`src/rtl/game_timer.sv`:
```
// Countdown game clock: prescales clk_sys-rate ticks into seconds, counts a BCD
// seconds value down to zero and flags expiry and a low-time warning.
module game_timer #(
    parameter int TICKS_PER_SEC = 100000000,
    parameter int GAME_SECONDS  = 60,
    parameter int WARN_SECONDS  = 10
) (
    input  logic       clk,
    input  logic       resetb,
    input  logic       timer_enable,
    input  logic       reset_timer,
    output logic       timer_expires,
    output logic [3:0] sec_tens,
    output logic [3:0] sec_ones,
    output logic       tick_1s,
    output logic       warning
);

    localparam int             PW         = $clog2(TICKS_PER_SEC);
    localparam logic [PW-1:0]  PRESC_MAX  = PW'(TICKS_PER_SEC - 1);
    localparam logic [3:0]     INIT_TENS  = 4'(GAME_SECONDS / 10);
    localparam logic [3:0]     INIT_ONES  = 4'(GAME_SECONDS % 10);
    localparam logic [6:0]     WARN_VAL   = 7'(WARN_SECONDS);

    logic [PW-1:0] r_presc;
    logic [3:0]    r_tens;
    logic [3:0]    r_ones;
    logic          r_expired;
    logic          r_tick;

    logic          w_last_sec;
    logic          w_wrap;
    logic [6:0]    w_value;

    assign w_last_sec = (r_tens == 4'd0) && (r_ones <= 4'd1);
    assign w_wrap     = (r_presc == PRESC_MAX);
    assign w_value    = (7'(r_tens) * 7'd10) + 7'(r_ones);

    always_ff @(posedge clk or negedge resetb) begin
        if (!resetb) begin
            r_presc   <= '0;
            r_tens    <= INIT_TENS;
            r_ones    <= INIT_ONES;
            r_expired <= 1'b0;
            r_tick    <= 1'b0;
        end else if (reset_timer) begin
            r_presc   <= '0;
            r_tens    <= INIT_TENS;
            r_ones    <= INIT_ONES;
            r_expired <= 1'b0;
            r_tick    <= 1'b0;
        end else if (r_expired) begin
            r_tick    <= 1'b0;
        end else if (timer_enable) begin
            if (w_wrap) begin
                r_presc <= '0;
                r_tick  <= 1'b1;
                // Last second lands on 0,0 and latches expiry on the same edge.
                if (w_last_sec) begin
                    r_tens    <= 4'd0;
                    r_ones    <= 4'd0;
                    r_expired <= 1'b1;
                end else if (r_ones != 4'd0) begin
                    r_ones <= r_ones - 4'd1;
                end else begin
                    r_ones <= 4'd9;
                    r_tens <= r_tens - 4'd1;
                end
            end else begin
                r_presc <= r_presc + 1'b1;
                r_tick  <= 1'b0;
            end
        end else begin
            r_tick <= 1'b0;
        end
    end

    // Mask hides the previous round's expiry while the controller reloads.
    assign timer_expires = r_expired & ~reset_timer;
    assign sec_tens      = r_tens;
    assign sec_ones      = r_ones;
    assign tick_1s       = r_tick;
    assign warning       = timer_enable & ~r_expired & (w_value <= WARN_VAL);

endmodule

```
`config.mk`:
```
export PLATFORM = sky130hd
export DESIGN_NAME = game_timer
export DESIGN_NICKNAME = d
export VERILOG_FILES = /design/src/rtl/game_timer.sv
export SDC_FILE = /design/constraint.sdc
export NUM_CORES = 1
export LEC_CHECK = 0
export ABC_AREA = 1
export BUFFER_PORTS_ARGS = -buffer_cell sky130_fd_sc_hd__buf_2
export CAP_MARGIN = 20
export CORE_MARGIN = 2
export CORE_UTILIZATION = 25
export DETAILED_ROUTE_END_ITERATION = 8
export HOLD_SLACK_MARGIN = 0.12
export PLACE_DENSITY_LB_ADDON = 0.05
export SLEW_MARGIN = 10
export SYNTH_ARGS = -nofsm -noshare
export SYNTH_HDL_FRONTEND = slang
export SYNTH_SLANG_ARGS = --single-unit
```
`constraint.sdc`:
```
create_clock -name clk -period 2.4 [get_ports clk]
set_input_delay 0.24 -clock clk [delete_from_list [all_inputs] [get_ports clk]]
set_output_delay 0.24 -clock clk [all_outputs]
set_load 0.01 [all_outputs]
```
* Word level (Yosys, flattened, before mapping)
Index checks and enable logic that the tools add are counted.
** Word-level totals
- Register bits after elaboration :: 37
- Input bits :: 4
- Logic and storage cells :: 53
** Cells by class
- Add/sub/neg operators :: 4
- Multiply operators :: 1
- Order comparisons :: 2
- Eq/ne operators :: 3
- Muxes and demuxes :: 25
- Bitwise operators :: 5
- Reduce and logical (&&, ||, !) cells :: 8
** Operators with widths (count)
- 27-bit 2-to-1 mux :: 4
- 4-bit 2-to-1 mux :: 12
- 27-bit by 1-bit adder with 27-bit output, second input constant :: 1
- 27-bit == test, second input constant :: 1
- 1-bit 2-to-1 mux :: 9
- 4-bit by 1-bit subtractor with 4-bit output, second input constant :: 2
- 7-bit by 4-bit adder with 7-bit output :: 1
- 7-bit by 4-bit less-or-equal comparator with 1-bit output, second input constant :: 1
- 4-bit by 3-bit multiplier with 6-bit output, second input constant :: 1
- 4-bit by 1-bit less-or-equal comparator with 1-bit output, second input constant :: 1
- 4-bit zero test :: 1
- 4-bit AND reduction :: 1
- 2-bit nonzero test :: 2
- 4-bit nonzero test :: 1
- 1-bit bitwise AND :: 3
- 3-bit != test, second input constant :: 1
- 3-bit AND reduction :: 1
- 2-bit != test, second input constant :: 1
- 1-bit inverter :: 2
- 2-bit AND reduction :: 1
- 1-bit logical AND :: 1

* Depth between registers and ports, before layout
Gate-level depths: netlist of the first run.
- Depth in word-level cells :: 7
- Gate-level depth with buffers :: 11

* Least setup slack after synthesis of the first run
No wires, ideal clock.
- Path kind :: reg-to-output
- Start :: reg r_tens[1] (netlist: sec_tens[1])
- End :: out warning
- Arrival time :: 1.993 ns
- Path slack :: 0.167 ns
- Cell stages (with the launch flop) :: 9
- Cells stage by stage :: dfstp_2 -> ha_1 -> ha_1 -> inv_1 -> fa_1 -> nor2_1 -> nand2_1 -> xor2_1 -> nor2_1
** On the way
- Cells in the longest elaborated chain, start to end :: 4
** Ends and longest elaborated chain
- start: declaration :: RTL line 26 : logic [3:0] r_tens;
- start signal: assignment :: RTL line 67 : r_tens <= r_tens - 4'd1;
- 4-bit by 3-bit multiplier with 6-bit output :: RTL line 37 : assign w_value = (7'(r_tens) * 7'd10) + 7'(r_ones);
- 7-bit by 4-bit adder with 7-bit output :: RTL line 37
- 7-bit by 4-bit less-or-equal comparator with 1-bit output :: RTL line 83 : assign warning = timer_enable & ~r_expired & (w_value <= WARN_VAL);
- 1-bit bitwise AND :: RTL line 83
- end: declaration :: RTL line 16 : output logic warning
No other way between the ends.

* Worst setup path after layout of the first run
Same ends and word-level chain as after synthesis.

==> results_dict.tcl, run 1 <==
set metrics [dict create \
    place_worst_setup_slack_ps 179 \
    wl_per_cell_um 13.3 \
    rsz0062_at_grt "yes" \
    worst_path_largest_cell_delay_ps 550 \
    p_per_area_mw_per_mm2 736 \
    worstPathMaxFanout 2 \
    syn_area_mm2 0.00255 \
    synth_top_cell_by_area "dfrtp_1" \
    postLayoutCoreUtil_pct 30.0 \
    drt_iter0_markers 94 \
    clkLatencyLatePin_ps 290 \
    leakagePower_nw 1.32 \
    fillers 1078 \
    gp_congestion 0.741 \
    avgViaCountPerCell 4.39 \
    status "finished, violations left" \
    fin_nets 381 \
    tns_ps -32.2 \
    clock_sinks 37 \
    drive_above_1_share_pct 21.5 \
    diodes 0 \
    fmax_ghz 0.411 \
    cts_root_buffer "clkbuf_8" \
    gr-usage-all-layers_pct 13.1 \
    numCtsBuffers 5 \
    cts_buffer_depth 2 \
    crit_chain "ha_4, ha_4, inv_2, fa_1, nor2_1, nand2_1, xor2_1, nor2_1, buf_2" \
    stdcell_area_mm2 0.00296 \
    synth_common_cells "nand2_1, nor2_1, inv_1, dfrtp_1, nand4_1" \
    htree_levels 2 \
    setup_viol 1 \
    area.growth.synth_to_final_pct 16.1 \
    fin_hold_ws_ps 185 \
    synth.distinct_cells 32 \
    finalCriticalPeriod_ps 2430 \
    synth.most_common_cell "nand2_1" \
    drv_cap 0 \
    hold_violations 0 \
    grt_overflow 0 \
    dr_total_vias 2194 \
    drt_wl_total_um 6660 \
    cts.clk_slew.worst_paths_ps 80 \
    irDropWorstVdd_v 0.000304 \
    detail-route-antenna-nets 0 \
    hp-class "in2reg" \
    hpwl_um 4920 \
    dieWidth_um 105 \
    async_flop_share_pct 100 \
    cp_slowest_cell "dfstp_2" \
    synth_area_per_cell_um2 7.53 \
    critPathTopFamily "adder cells" \
    finClkSkew_ps 11.8 \
    synthCells 339 \
    coreArea_mm2 0.00986 \
    ios 15 \
    ys_ff_latch 37 \
    arrival_ps 2190 \
    start_util_pct 25.9 \
    tightest_slew_ps 876 \
    grt_max_degree 38 \
    yosysSeqAreaShare_pct 36.4 \
    placement.io_buffers 14 \
    dp_cells 487 \
    rows 36 \
    power_mw 2.18 \
    min_period_over_period_pct 101 \
    crit_path_start_kind "flop" \
    fin_cells 500 \
    cp-end-kind "primary output" \
    ys_warn_count 0 \
    antenna_found_initial 0 \
    grt_pass1_vias 2168 \
    critPathBufInv 2 \
    violations "setup timing" \
    place_area_mm2 0.00280 \
    setup_ws_ps -32.2 \
    grt_first_pass_wirelength_um 11400 \
    remaining_drc_errors 0 \
    synth_edf_count 0 \
    tritoncts "built" \
    critical_path_class "reg2out" \
    synth_nets 354 \
    cp_data_required_time_ps 2160 \
    relSlewSlack_pct 41.6 \
    slew_violations 0 \
    die_h_um 105 \
    netlist_top_cells_area "dfrtp_1, nand2_1, nor2_1" \
    die_area_mm2 0.0110 \
    synthDominantCellAreaShare_pct 34.3 \
    synth_ff_type "dfrtp_1" \
    firstDrtPassIters 4 \
]
## cell type report
cell class                      instances  area [um2]  area share, %
Multi-Input combinational cell        255        1480           49.8
Timing Repair Buffer                   24         148           4.98
Inverter                               43         161           5.45
Clock inverter                          2        10.0          0.338
Tap cell                              133         166           5.61
Sequential cell                        37         930           31.4
Clock buffer                            6        72.6           2.45
## registers in the layout, summed over array words and instances, names as in the netlist
signal	count
r_presc	27
sec_tens	4
sec_ones	4
tick_1s	1
r_expired	1
## cells by family after synthesis
| family | synth area share [%] |
|---|---|
| xor gates and xnor gates | 5.83 |
| adders and majority gates | 5.98 |
| and+or+nand+nor | 39.0 |
| buffers and inverters | 7.54 |
| AOI/OAI and AO/OA | 5.34 |
| DFF | 36.4 |
## layer usage
metal / part of all wire [%] / track usage, % / routed length (um) / vias to the layer above
met5: 0 / 0 / 0 / -
met4: 0.77 / 2.86 / 51 / 0
met3: 3.2 / 2.56 / 213 / 6
met2: 42 / 19.7 / 2810 / 39
met1: 54 / 19.3 / 3590 / 1021
li1: - / - / - / 1128
## report_power, final
| group | internal, mW | total [mW] | switching (mW) |
|---|---|---|---|
| registers | 0.695 | 0.774 | 0.0788 |
| clock network | 0.202 | 0.443 | 0.241 |
| logic | 0.427 | 0.964 | 0.537 |
| total | 1.32 | 2.18 | 0.857 |
## worst paths after layout
path                          endpoint         from  cells past startpoint  slack, ps
min reg2reg                 r_presc[1]   r_presc[1]                      2        530
min                          r_expired  reset_timer                      2        190
max                            warning  sec_tens[1]                      9        -30
min in group asynchronous  sec_ones[1]       resetb                      2        600
max reg2reg                sec_tens[0]  sec_tens[0]                     11        410
max in group asynchronous  sec_tens[0]       resetb                      2       1200
## cell usage in the layout, fill, tap and decap left out, drive strengths merged
| cell | Yosys | routed |
|---|---|---|
| a21oi | 5 | 5 |
| a31oi | 2 | 2 |
| buf | 3 | 23 |
| clkbuf | 1 | 6 |
| clkinv | 0 | 2 |
| dfrtp | 35 | 35 |
| dfstp | 2 | 2 |
| dlygate4sd3 | 0 | 1 |
| fa | 2 | 2 |
| ha | 9 | 9 |
| inv | 43 | 43 |
| nand2 | 100 | 100 |
| nand3 | 14 | 14 |
| nand3b | 3 | 3 |
| nand4 | 16 | 16 |
| nor2 | 60 | 60 |
| nor3 | 6 | 6 |
| nor3b | 1 | 1 |
| nor4 | 3 | 3 |
| o21ai | 13 | 13 |
| o21bai | 2 | 2 |
| or2 | 2 | 2 |
| xnor2 | 4 | 4 |
| xor2 | 13 | 13 |
## repair_timing
item | in CTS | in global routing
endpoints found under the setup margin | 1 | 1
buffers inserted | 3 | 1
pin swaps | 6 | 2
hold buffers | 1 | 0
hold endpoints to repair | 35 | 0
resized for setup | 6 | 2
Power figures use the tool's default switching activity.
==> inputs of run 2 (changes only) <==
CORE_MARGIN = default   (was 2)
RECOVER_POWER = 100   (was default)
clock period = 3.1 ns   (was 2.4 ns; I/O delays follow)
==> results_dict.tcl, run 2 (synthesis gave the netlist of run 1 again) <==
set metrics [dict create \
    finClkSkew_ps 7.90 \
    p_seq_share_pct 37.5 \
    tritoncts "built" \
    place_worst_setup_slack_ps 695 \
    setup_ws_ps 315 \
    violations "capacitance limit, slew limit" \
    leakagePower_nw 1.25 \
    fmax_ghz 0.359 \
    drive_above_1_share_pct 12.6 \
    busiest_layer "met1" \
    final_cell_mix "nand2_1, nor2_1, inv_1" \
    fin_cells 490 \
    numCtsBuffers 5 \
    cts_resized 0 \
    drt_iter0_markers 70 \
    diodes 0 \
    fin_hold_ws_ps 248 \
    clkLatencyLatePin_ps 290 \
    cp_data_required_time_ps 2790 \
    grt_max_degree 38 \
    cts_root_buffer "clkbuf_8" \
    arrival_ps 2470 \
    grtUsageMet2_pct 20.0 \
    die_h_um 103 \
    antenna_found_initial 0 \
    dr_total_vias 2116 \
    min_period_over_period_pct 89.8 \
    relSlewSlack_pct -42.4 \
    power_mw 1.64 \
    grt_overflow 0 \
    fillers 1126 \
    cts_buffer_depth 2 \
    postCtsSetupRepairBufs 0 \
    clkPwrFrac_pct 27.1 \
    postLayoutCoreUtil_pct 28.7 \
    internal_power_mw 1.02 \
    cts.clk_slew.worst_paths_ps 80 \
    largest_reg_flops 27 \
    clock_sinks 37 \
    stdcell_area_mm2 0.00282 \
    cts_hold_buf 0 \
    hold_violations 0 \
    grt_pass1_vias 2055 \
    tightest_slew_ps 2140 \
    start_util_pct 26.0 \
    place_area_mm2 0.00276 \
    cp-end-kind "primary output" \
    wl_per_cell_um 13.0 \
    die_area_mm2 0.0106 \
    placement.io_buffers 14 \
    crit_path_start_kind "flop" \
    fin_nets 371 \
    met3_usage_pct 2.24 \
    drt_wl_total_um 6370 \
    p_sw_share_pct 37.6 \
    worstPathMaxFanout 6 \
    grt_first_pass_wirelength_um 10800 \
    p_per_area_mw_per_mm2 582 \
    area.growth.synth_to_final_pct 10.5 \
    grt_use_met1_pct 20.1 \
    setup_viol 0 \
    avgViaCountPerCell 4.32 \
    rsz0062_at_grt "no" \
    layout_commonest_cell "nand2_1" \
    seqCellArea_um2 928 \
    finalCriticalPeriod_ps 2780 \
    hp-class "in2reg" \
    dp_cells 482 \
    ios 15 \
    coreArea_mm2 0.00982 \
    slew_violations 38 \
    gr-usage-all-layers_pct 13.5 \
    combPwrFrac_pct 35.4 \
    status "finished, violations left" \
    drv_cap 1 \
    remaining_drc_errors 0 \
    detail-route-antenna-nets 0 \
    max_flop_register "r_presc" \
    multiInputGateArea_mm2 0.00139 \
    rows 36 \
    power.switching_uw 618 \
    irDropWorstVdd_v 0.000195 \
    dieWidth_um 103 \
    firstDrtPassIters 4 \
    htree_levels 2 \
    tns_ps 0 \
    hpwl_um 4760 \
    critical_path_class "reg2out" \
    gp_congestion 0.732 \
]
-- run 2: changes by cell type in the layout (fill, tap and decap cells not counted), moves of 3 or more --
cell / change
buf_2: -9
ha_4: -3
nand2_1: +3
clkbuf_1: +9
ha_1: +3
buf_4: -9
-- run 2: layout make-up --
class | count | share of cell area, %
Tap cell | 133 | 5.90
Sequential cell | 37 | 32.9
Inverter | 43 | 5.72
Clock inverter | 1 | 1.06
Timing Repair Buffer | 14 | 2.08
Multi-Input combinational cell | 255 | 49.3
Clock buffer | 7 | 3.06
-- run 2: power by group through the flow --
| stage | Clock [mW] | Sequential (mW) | Combinational [mW] |
|---|---|---|---|
| after floorplan | 0 | 0.628 | 0.430 |
| after global placement | 0 | 0.628 | 0.608 |
| after detailed placement | 0 | 0.632 | 0.605 |
| after CTS | 0.466 | 0.623 | 0.611 |
| after global routing | 0.481 | 0.629 | 0.689 |
| final | 0.445 | 0.616 | 0.581 |
-- run 2: path summary, 6_finish.rpt --
check / from / cells after the start / slack (ps) / to
min in group asynchronous: resetb / 1 / 640 / tick_1s
worst min-delay path: reset_timer / 2 / 250 / r_expired
worst min register to register: r_presc[1] / 2 / 520 / r_presc[1]
worst max-delay path: sec_tens[1] / 9 / 320 / warning
worst max register to register: r_presc[0] / 8 / 550 / r_presc[13]
max in group asynchronous: resetb / 1 / 1250 / r_presc[1]
-- run 2: worst max-delay path: stages (launching register included) --
cell     delay, ps
dfstp_1        660
ha_1           280
ha_1           190
inv_1           60
fa_1           440
nor2_1         120
nand2_1         70
xor2_1         140
nor2_1          90
buf_2          130
-- run 2: per-layer routing --
| layer | part of all wire [%] | wire length, um |
|---|---|---|
| met4 | 1.1 | 69 |
| met1 | 54 | 3470 |
| met3 | 2.4 | 154 |
| met2 | 42 | 2680 |
| met5 | 0 | 0 |
